===== config.mk =====
export PLATFORM = sky130hd
export DESIGN_NAME = qracc_window_sequencer
export DESIGN_NICKNAME = d
export VERILOG_FILES = /design/src/rtl/qracc_window_sequencer.sv
export SDC_FILE = /design/constraint.sdc
export NUM_CORES = 2
export LEC_CHECK = 0
export CAP_MARGIN = 20
export CORE_UTILIZATION = 55
export DETAILED_ROUTE_END_ITERATION = 7
export GPL_ROUTABILITY_DRIVEN = 0
export PLACE_DENSITY = 0.74
export RECOVER_POWER = 50
export SLEW_MARGIN = 10
export SYNTH_ARGS = -nofsm -noshare
export SYNTH_HDL_FRONTEND = slang
export SYNTH_SLANG_ARGS = --single-unit

===== constraint.sdc =====
create_clock -name clk -period 26.7 [get_ports clk]
set_clock_uncertainty 0.15 [all_clocks]
set_input_delay 5.34 -clock clk [delete_from_list [all_inputs] [get_ports clk]]
set_output_delay 5.34 -clock clk [all_outputs]
set_load 0.02 [all_outputs]

===== src/rtl/qracc_window_sequencer.sv =====
// Convolution-window sequencer for the QRAcc datapath.
// Walks output pixels (stride, zero padding, output-channel passes), issues
// one ifmap row request per filter row, hands a complete window to the MAC
// array and independently produces ofmap writeback addresses.
//
// state   | meaning
// --------+-----------------------------------------------------------
// S_IDLE  | waiting for start, all counters zero
// S_FETCH | issuing row reads for the current pixel, fy = filter row
// S_WIN   | window complete, waiting for the MAC to accept it
// S_DRAIN | all windows issued, waiting for the remaining writebacks
// S_DONE  | one-cycle completion pulse, counters cleared on exit
module qracc_window_sequencer #(
    parameter int ADDR_W = 32,
    parameter int DIM_W  = 16,
    parameter int FY_W   = 4,
    parameter int PAD_W  = 4
) (
    input  logic              clk,
    input  logic              nrst,
    input  logic              start,
    input  logic              clear,
    input  logic [DIM_W-1:0]  cfg_ifmap_w,
    input  logic [DIM_W-1:0]  cfg_ifmap_h,
    input  logic [DIM_W-1:0]  cfg_ofmap_w,
    input  logic [DIM_W-1:0]  cfg_ofmap_h,
    input  logic [DIM_W-1:0]  cfg_channels,
    input  logic [FY_W-1:0]   cfg_fy,
    input  logic [PAD_W-1:0]  cfg_stride,
    input  logic [PAD_W-1:0]  cfg_pad,
    input  logic [DIM_W-1:0]  cfg_n_passes,
    input  logic [ADDR_W-1:0] cfg_ifmap_base,
    input  logic [ADDR_W-1:0] cfg_ofmap_base,
    output logic              rd_valid,
    input  logic              rd_ready,
    output logic [ADDR_W-1:0] rd_addr,
    output logic [FY_W-1:0]   rd_fy,
    output logic              rd_pad_row,
    output logic [PAD_W-1:0]  rd_lpad,
    output logic              win_valid,
    input  logic              win_ready,
    output logic              win_last,
    input  logic              mac_out_valid,
    output logic              wb_en,
    output logic [ADDR_W-1:0] wb_addr,
    output logic [DIM_W-1:0]  pass_idx,
    output logic              busy,
    output logic              done
);

    // signed input coordinates carry two guard bits so negative (padded)
    // positions and positions past the fmap edge are both representable
    localparam int SW = DIM_W + 2;
    localparam int MW = DIM_W + PAD_W;
    localparam int PW = 2 * DIM_W;

    typedef enum logic [2:0] {
        S_IDLE,
        S_FETCH,
        S_WIN,
        S_DRAIN,
        S_DONE
    } state_t;

    state_t state, state_nxt;

    logic [DIM_W-1:0] ox, oy, pass_cnt;
    logic [FY_W-1:0]  fy;
    logic [PW-1:0]    wb_pix;
    logic [DIM_W-1:0] wb_pass;
    logic             busy_q, done_q, rd_valid_q, win_valid_q;

    logic rd_fire, win_fire;
    logic fy_last, ox_last, oy_last, pass_last;
    logic [PW-1:0] n_pix;
    logic wb_pix_last, wb_complete_nxt;

    // handshakes and wrap conditions of the walking counters
    always_comb begin
        rd_fire   = rd_valid_q && rd_ready;
        win_fire  = win_valid_q && win_ready;
        fy_last   = (fy == cfg_fy - FY_W'(1));
        ox_last   = (ox == cfg_ofmap_w - DIM_W'(1));
        oy_last   = (oy == cfg_ofmap_h - DIM_W'(1));
        pass_last = (pass_cnt == cfg_n_passes - DIM_W'(1));
        n_pix     = PW'(cfg_ofmap_w) * PW'(cfg_ofmap_h);
        wb_en     = mac_out_valid && busy_q;
        wb_pix_last = (wb_pix == n_pix - PW'(1));
        // looks one writeback ahead so done follows the final write directly
        wb_complete_nxt = (wb_pass == cfg_n_passes) ||
                          (wb_en && wb_pix_last && (wb_pass == cfg_n_passes - DIM_W'(1)));
    end

    // next-state decode
    always_comb begin
        state_nxt = state;
        case (state)
            S_IDLE:  if (start) state_nxt = S_FETCH;
            S_FETCH: if (rd_fire && fy_last) state_nxt = S_WIN;
            S_WIN: begin
                if (win_fire) begin
                    if (ox_last && oy_last && pass_last) state_nxt = S_DRAIN;
                    else                                 state_nxt = S_FETCH;
                end
            end
            S_DRAIN: if (wb_complete_nxt) state_nxt = S_DONE;
            S_DONE:  state_nxt = S_IDLE;
            default: state_nxt = S_IDLE;
        endcase
    end

    // state, registered status flags and all sequencing counters
    always_ff @(posedge clk) begin
        if (!nrst || clear) begin
            state       <= S_IDLE;
            busy_q      <= 1'b0;
            done_q      <= 1'b0;
            rd_valid_q  <= 1'b0;
            win_valid_q <= 1'b0;
            ox          <= '0;
            oy          <= '0;
            pass_cnt    <= '0;
            fy          <= '0;
            wb_pix      <= '0;
            wb_pass     <= '0;
        end else begin
            state       <= state_nxt;
            busy_q      <= (state_nxt != S_IDLE);
            done_q      <= (state_nxt == S_DONE);
            rd_valid_q  <= (state_nxt == S_FETCH);
            win_valid_q <= (state_nxt == S_WIN);

            if (rd_fire) fy <= fy_last ? '0 : fy + FY_W'(1);

            if (win_fire) begin
                if (!ox_last) begin
                    ox <= ox + DIM_W'(1);
                end else begin
                    ox <= '0;
                    if (!oy_last) begin
                        oy <= oy + DIM_W'(1);
                    end else begin
                        oy <= '0;
                        // the final pass index stays visible through drain
                        if (!pass_last) pass_cnt <= pass_cnt + DIM_W'(1);
                    end
                end
            end

            if (wb_en) begin
                if (wb_pix_last) begin
                    wb_pix  <= '0;
                    wb_pass <= wb_pass + DIM_W'(1);
                end else begin
                    wb_pix <= wb_pix + PW'(1);
                end
            end

            if (state == S_DONE) begin
                ox       <= '0;
                oy       <= '0;
                pass_cnt <= '0;
                fy       <= '0;
                wb_pix   <= '0;
                wb_pass  <= '0;
            end
        end
    end

    logic [MW-1:0]        ox_mul, oy_mul;
    logic signed [SW-1:0] ix, iy, ix_neg;
    logic [SW-1:0]        ix_pos;
    logic                 pad_row;
    logic [ADDR_W-1:0]    row_off;

    // row request geometry for the current pixel and filter row
    always_comb begin
        ox_mul  = MW'(ox) * MW'(cfg_stride);
        oy_mul  = MW'(oy) * MW'(cfg_stride);
        ix      = $signed(ox_mul[SW-1:0]) - $signed(SW'(cfg_pad));
        iy      = $signed(oy_mul[SW-1:0]) - $signed(SW'(cfg_pad)) + $signed(SW'(fy));
        ix_neg  = -ix;
        ix_pos  = ix[SW-1] ? '0 : ix;
        pad_row = iy[SW-1] || (iy >= $signed(SW'(cfg_ifmap_h)));
        row_off = ADDR_W'(cfg_channels) *
                  (ADDR_W'(ix_pos) + ADDR_W'(cfg_ifmap_w) * ADDR_W'(iy));

        rd_valid   = rd_valid_q;
        rd_fy      = rd_valid_q ? fy : '0;
        rd_pad_row = rd_valid_q && pad_row;
        rd_addr    = (rd_valid_q && !pad_row) ? cfg_ifmap_base + row_off : '0;
        rd_lpad    = (rd_valid_q && !pad_row && ix[SW-1]) ? ix_neg[PAD_W-1:0] : '0;
    end

    // window, writeback and status outputs
    always_comb begin
        win_valid = win_valid_q;
        win_last  = win_valid_q && ox_last && oy_last;
        pass_idx  = pass_cnt;
        busy      = busy_q;
        done      = done_q;
        wb_addr   = busy_q ? cfg_ofmap_base + ADDR_W'(wb_pix) * ADDR_W'(cfg_n_passes)
                             + ADDR_W'(wb_pass)
                           : '0;
    end

endmodule


**Word-level counts from Yosys, hierarchy flattened**

Index checks and enable logic that the tools add are counted.

- Reduce and logical (&&, ||, !) cells: 24
- Equal/unequal tests: 14
- Shift operators: 0
- Multiplexer cells: 15
- Multiply operators: 6
- Bitwise operators: 1
- Div/mod/pow operators: 0
- $lt $le $gt $ge: 1
- Add/sub/neg operators: 19

Operator list:

| kind | number |
|---|---|
| 32-bit two-way mux | 3 |
| 16-bit == test | 5 |
| 16-bit by 1-bit adder with 16-bit output (second input constant) | 4 |
| 32-bit adder | 2 |
| 16-bit by 1-bit subtractor with 16-bit output (second input constant) | 3 |
| 16-bit by 4-bit multiplier with 18-bit output | 2 |
| 18-bit by 5-bit subtractor with 18-bit output | 2 |
| 17-bit by 32-bit adder with 32-bit output | 1 |
| 32-bit by 1-bit adder with 32-bit output (second input constant) | 1 |
| 32-bit by 16-bit adder with 32-bit output | 1 |
| 32-bit == test | 1 |
| 16-bit by 16-bit multiplier with 32-bit output | 1 |
| 16-bit by 32-bit multiplier with 32-bit output | 1 |
| 17-bit by 18-bit multiplier with 32-bit output | 1 |
| 32-bit by 16-bit multiplier with 32-bit output | 1 |
| 16-bit two-way mux | 2 |
| 32-bit by 1-bit subtractor with 32-bit output (second input constant) | 1 |
| 18-bit by 5-bit adder with 18-bit output | 1 |
| 18-bit by 17-bit >= comparator with 1-bit output | 1 |
| 17-bit two-way mux | 1 |
| 1-bit logical AND | 13 |
| 3-bit two-way mux | 4 |
| 4-bit two-way mux | 3 |
| 3-bit case mux with 4 select lines | 1 |
| 16 further kinds | 24 |

- Memory bits (read-only): 0
- RAM bits: 0
- Input bits: 179
- Register bits: 107
- Memories kept: 0
- Bits in latches: 0

**Longest topological paths before layout**

- Depth after elaboration: 9
- Mapped depth: 66

**Least setup slack after synthesis**

No wires, ideal clock.

- Path type: input -> output
- From: in cfg_stride[2]
- To: out rd_addr[31]
- Data arrival time: 20.142 ns
- Path buffers: 2
- Stages on the path: 57
- Slack: 1.068 ns
- Data required time: 21.210 ns
- Cell sequence: clkbuf_1 > nand2_1 > fa_1 > fa_1 > fa_1 > inv_1 > ha_1 > nor2b_1 > o21ai_0 > a21boi_0 > o21ai_0 > a21boi_0 > o21ai_0 > a21boi_0 > o21ai_0 > a21oi_1 > o21ai_0 > a21boi_0 > [21 not listed] > fa_1 > fa_1 > fa_1 > fa_1 > fa_1 > fa_1 > xor2_1 > xnor2_1 > xnor2_1 > xnor2_1 > xnor2_1 > xnor3_1 > xnor3_1 > xor3_1 > xor3_1 > xnor3_1 > xnor2_1 > nor2_1

- Longest elaborated chain between the ends: 8
- Elaborated cells on any way between the ends: 15

Ends and longest elaborated chain:

| item | RTL line | text |
|---|---|---|
| from (decl) | 29 | `input logic [PAD_W-1:0] cfg_stride,` |
| 16-bit by 4-bit multiplier with 18-bit output | 179 | `oy_mul = MW'(oy) * MW'(cfg_stride);` |
| 18-bit by 5-bit subtractor with 18-bit output | 181 | `iy = $signed(oy_mul[SW-1:0]) - $signed(SW'(cfg_pad)) + $signed(SW'(fy));` |
| 18-bit by 5-bit adder with 18-bit output | 181 |  |
| 17-bit by 18-bit multiplier with 32-bit output or 18-bit by 17-bit >= comparator with 1-bit output (tied branches) | 186, 184 |  |
| 17-bit by 32-bit adder with 32-bit output or 1-bit logical OR (tied branches) | 186, 184 |  |
| 16-bit by 32-bit multiplier with 32-bit output or 1-bit logical NOT (tied branches) | 185, 191 |  |
| 32-bit adder or 1-bit logical AND (tied branches) | 191 | `rd_addr = (rd_valid_q && !pad_row) ? cfg_ifmap_base + row_off : '0;` |
| 32-bit two-way mux * | 191 |  |
| to (decl) | 36 | `output logic [ADDR_W-1:0] rd_addr,` |

Every way passes the cells marked *; elsewhere a longest branch is shown, timed or not.

**Worst setup path in the final report**

Ends and elaborated chain as after synthesis.

==> flow_summary.yaml <==
finish:
  area_growth_pct: 9.94
  drive_gt1_frac: 0.0491
  final_cell_area_sq_um: 62800
  fillers: 8733
  layout.nets: 8787
  utilization: 0.613
sta:
  timing.fmax_mhz: 38.2
  slew_violations: 53
  relSlewSlack: -0.367
  fin_crit_ns: 26.19
  finalCritPeriodShare: 0.981
  holdWs_ns: 0.346
  setup_viol: 0
  rsz0062_at_grt: "yes"
  worst_pin_slew_ns: 2.05
  hold_viol: 0
die:
  boundaryPins: 274
  core_sq_um: 102000
  die_x_microns: 324
  dieHeight_microns: 324
  die-area_sq_um: 105000
  start_util: 0.558
  num_rows: 117
detailed_routing:
  first_pass_iters: 5
  wl_microns: 152000
  dr_wl_met2_microns: 74000
  routed_via_density: 5.42
  ant_nets: 0
  wl_per_cell_microns: 18.3
  vias: 44900
  drt-met1-wl_microns: 60700
  highest_layer: "met5"
  met3_length_microns: 10900
  drt_iter0_drc: 2785
  drcViolationCount: 0
global_route:
  overflow: 0
  antenna_found_initial: 6
  grt_pass1_wl_microns: 247000
  grt_pass1_vias: 47500
  grt_use_total: 0.298
  grt_start_max_net_pins: 37
setup_path:
  critPathKind: "primary input to primary output"
  r2r_cells: 14
  start_kind: "primary input"
  arrival_ns: 20.70
  rrSetupSlack_ns: 20.99
  cp-end-kind: "primary output"
  critPathMaxFanout: 18
  cpMostUsedCell: "fa_1"
  timing.rr.start: "wb_pix[3]$_SDFFE_PP0P_"
  critPathMaxStageDelay_ns: 0.59
  crit_family: "adder cells"
  cp.buffers_inverters: 14
  rr_endpoint: "wb_pix[31]$_SDFFE_PP0P_"
  critPathSlowestCell: "fa_1"
  worstPathRequired_ns: 21.21
worst_hold_path:
  hold_path_end: "wb_pass[14]$_SDFFE_PP0P_"
  hold_depth: 2
  min_path_type: "flop to flop"
  hold_start: "wb_pass[14]$_SDFFE_PP0P_"
clocking:
  cts.sinks: 107
  worstSkewPairLatency_ns: 0.38
  cts-root-buf: "clkbuf_16"
  cts_buffer_depth: 2
  cts_buffers: 9
  clkSlewWorstSetupHoldPaths_ns: 0.08
  holdBufCountCts: 0
  htreeDepth: 3
  cts_tree: "yes"
synth:
  syn_area_sq_um: 57100
  synth_enable_flop_cells: 0
  avgSynthCellArea_sq_um: 8.52
  ys_ff_latch: 107
  synthArstFlopShare: 0
  synth_cells: 6705
  synthDistinctLibCells: 92
  synth-seq-area-share: 0.0375
  synth_top_flop_cell: "dfxtp_1"
  yosysWarnings: 0
  syn_nets: 8577
status:
  status: "finished with violations"
  violations: "capacitance limit, slew limit"
flow_run:
  maxCapViolCount: 2
place:
  hpwl_microns: 125000
  place_area_sq_um: 62300
  portBuffers: 273
==> how the worst max path moves through the flow <==
stage	start	cells after the start	endpoint	slack, ns
after floorplan	cfg_stride[2]	57	rd_addr[31]	1.07
after global placement	cfg_stride[2]	62	rd_addr[31]	-0.15
after detailed placement	cfg_stride[2]	62	rd_addr[31]	-0.66
after CTS	cfg_stride[2]	60	rd_addr[31]	-0.08
after global routing	cfg_stride[3]	55	rd_addr[31]	-0.15
final	cfg_stride[2]	60	rd_addr[31]	0.51
==> per-layer routing <==
metal,vias up,track usage
met3,363,0.0407
met1,22600,0.386
met2,1707,0.508
li1,20200,-
met5,-,0
met4,4,0.116
==> layout by cell type, fill, tap and decap left out, types with 18 or more instances in the layout <==
cell type and n:
ha_1 447, clkdlybuf4s50_1 235, nand4_1 31, xnor2_1 220
dlygate4sd3_1 32, mux2i_1 18, a31oi_1 19, fa_1 1246
o21ai_0 86, nand2b_1 37, o21bai_1 23, inv_1 1519
o211ai_1 20, nor2_1 236, nor2b_1 37, a21o_1 52
dfxtp_1 107, nand2_1 925, nand3_1 68, buf_4 239
nor3_1 62, and2_1 665, xor2_1 140, a211oi_1 18
o21a_1 20, or3_1 23, and3_1 31, a21oi_1 122
==> logic make-up after synthesis <==
kind of cell | after synthesis | share of synthesized area
DFF | 107 | 0.0375
xor gates and xnor gates | 374 | 0.0595
and+or+nand+nor | 2197 | 0.189
muxes | 20 | 0.00375
AOI/OAI and AO/OA | 466 | 0.0534
buffers and inverters | 1848 | 0.122
adders and majority gates | 1693 | 0.535
==> area by class of cell <==
type | count | area (sq um) | share of cell area
multi-input cells | 4750 | 48100 | 0.767
inverters | 1521 | 5710 | 0.0910
flip-flops and latches | 107 | 2140 | 0.0341
clock inverters | 6 | 73.8 | 0.00118
well taps | 1368 | 1710 | 0.0273
clock buffers | 9 | 225 | 0.00359
repair buffers | 526 | 4760 | 0.0758
diodes | 6 | 15.0 | 0.000239
==> tightest hold or removal path: stages (launching register included) <==
cell     delay [ns]
dfxtp_1        0.34
nand2_1        0.06
mux2i_1        0.05
==> registers in the layout (all words and copies together) (netlist names) <==
signal     flops
busy           1
done           1
fy             4
ox            16
oy            16
pass_idx      16
rd_valid       1
state          3
wb_pass       16
wb_pix        32
win_valid      1
==> synthesized netlist by cell type (10+ instances only) <==
library cell | n | share of area
buf_2 | 12 | 0.0011
o21a_1 | 20 | 0.0026
mux2i_1 | 18 | 0.0032
clkbuf_1 | 289 | 0.019
o21bai_1 | 24 | 0.0032
nand4_1 | 31 | 0.0034
fa_1 | 1246 | 0.44
a21oi_1 | 127 | 0.011
nor4_1 | 15 | 0.0016
or3_1 | 23 | 0.0025
a21o_1 | 52 | 0.0068
a31oi_1 | 20 | 0.0022
a211oi_1 | 19 | 0.0025
and3_1 | 31 | 0.0034
nor3_1 | 62 | 0.0054
and2_1 | 669 | 0.073
nand2_1 | 925 | 0.061
inv_1 | 1519 | 0.10
xnor2_1 | 225 | 0.035
or4_1 | 10 | 0.0013
nor2b_1 | 37 | 0.0041
ha_1 | 447 | 0.098
xor2_1 | 140 | 0.021
nand2b_1 | 37 | 0.0041
o21ai_0 | 91 | 0.0080
dfxtp_1 | 107 | 0.038
nor2_1 | 235 | 0.015
nand3_1 | 68 | 0.0060
o211ai_1 | 20 | 0.0026
buf_1 | 25 | 0.0016
==> stage by stage <==
step | setup slack, ns | cells | setup TNS, ns
6_report | 0.514 | 8293 | 0
4_1_cts | -0.0787 | 8281 | -0.0787
2_1_floorplan | 1.07 | 6705 | 0
3_3_place_gp | -0.154 | 8266 | -0.154
3_5_place_dp | -0.659 | 8266 | -0.988
5_1_grt | -0.153 | 8290 | -0.153
==> repair_timing <==
item                                    CTS  global route
endpoints found under the setup margin    3            10
pin swaps                                 2             5
gates resized for setup                   8            43
buffers inserted                          0             4
endpoints found under the hold margin     0             0
Power is not shown: default switching activity piles up to over one toggle a cycle in this logic, so the estimate is an artifact.
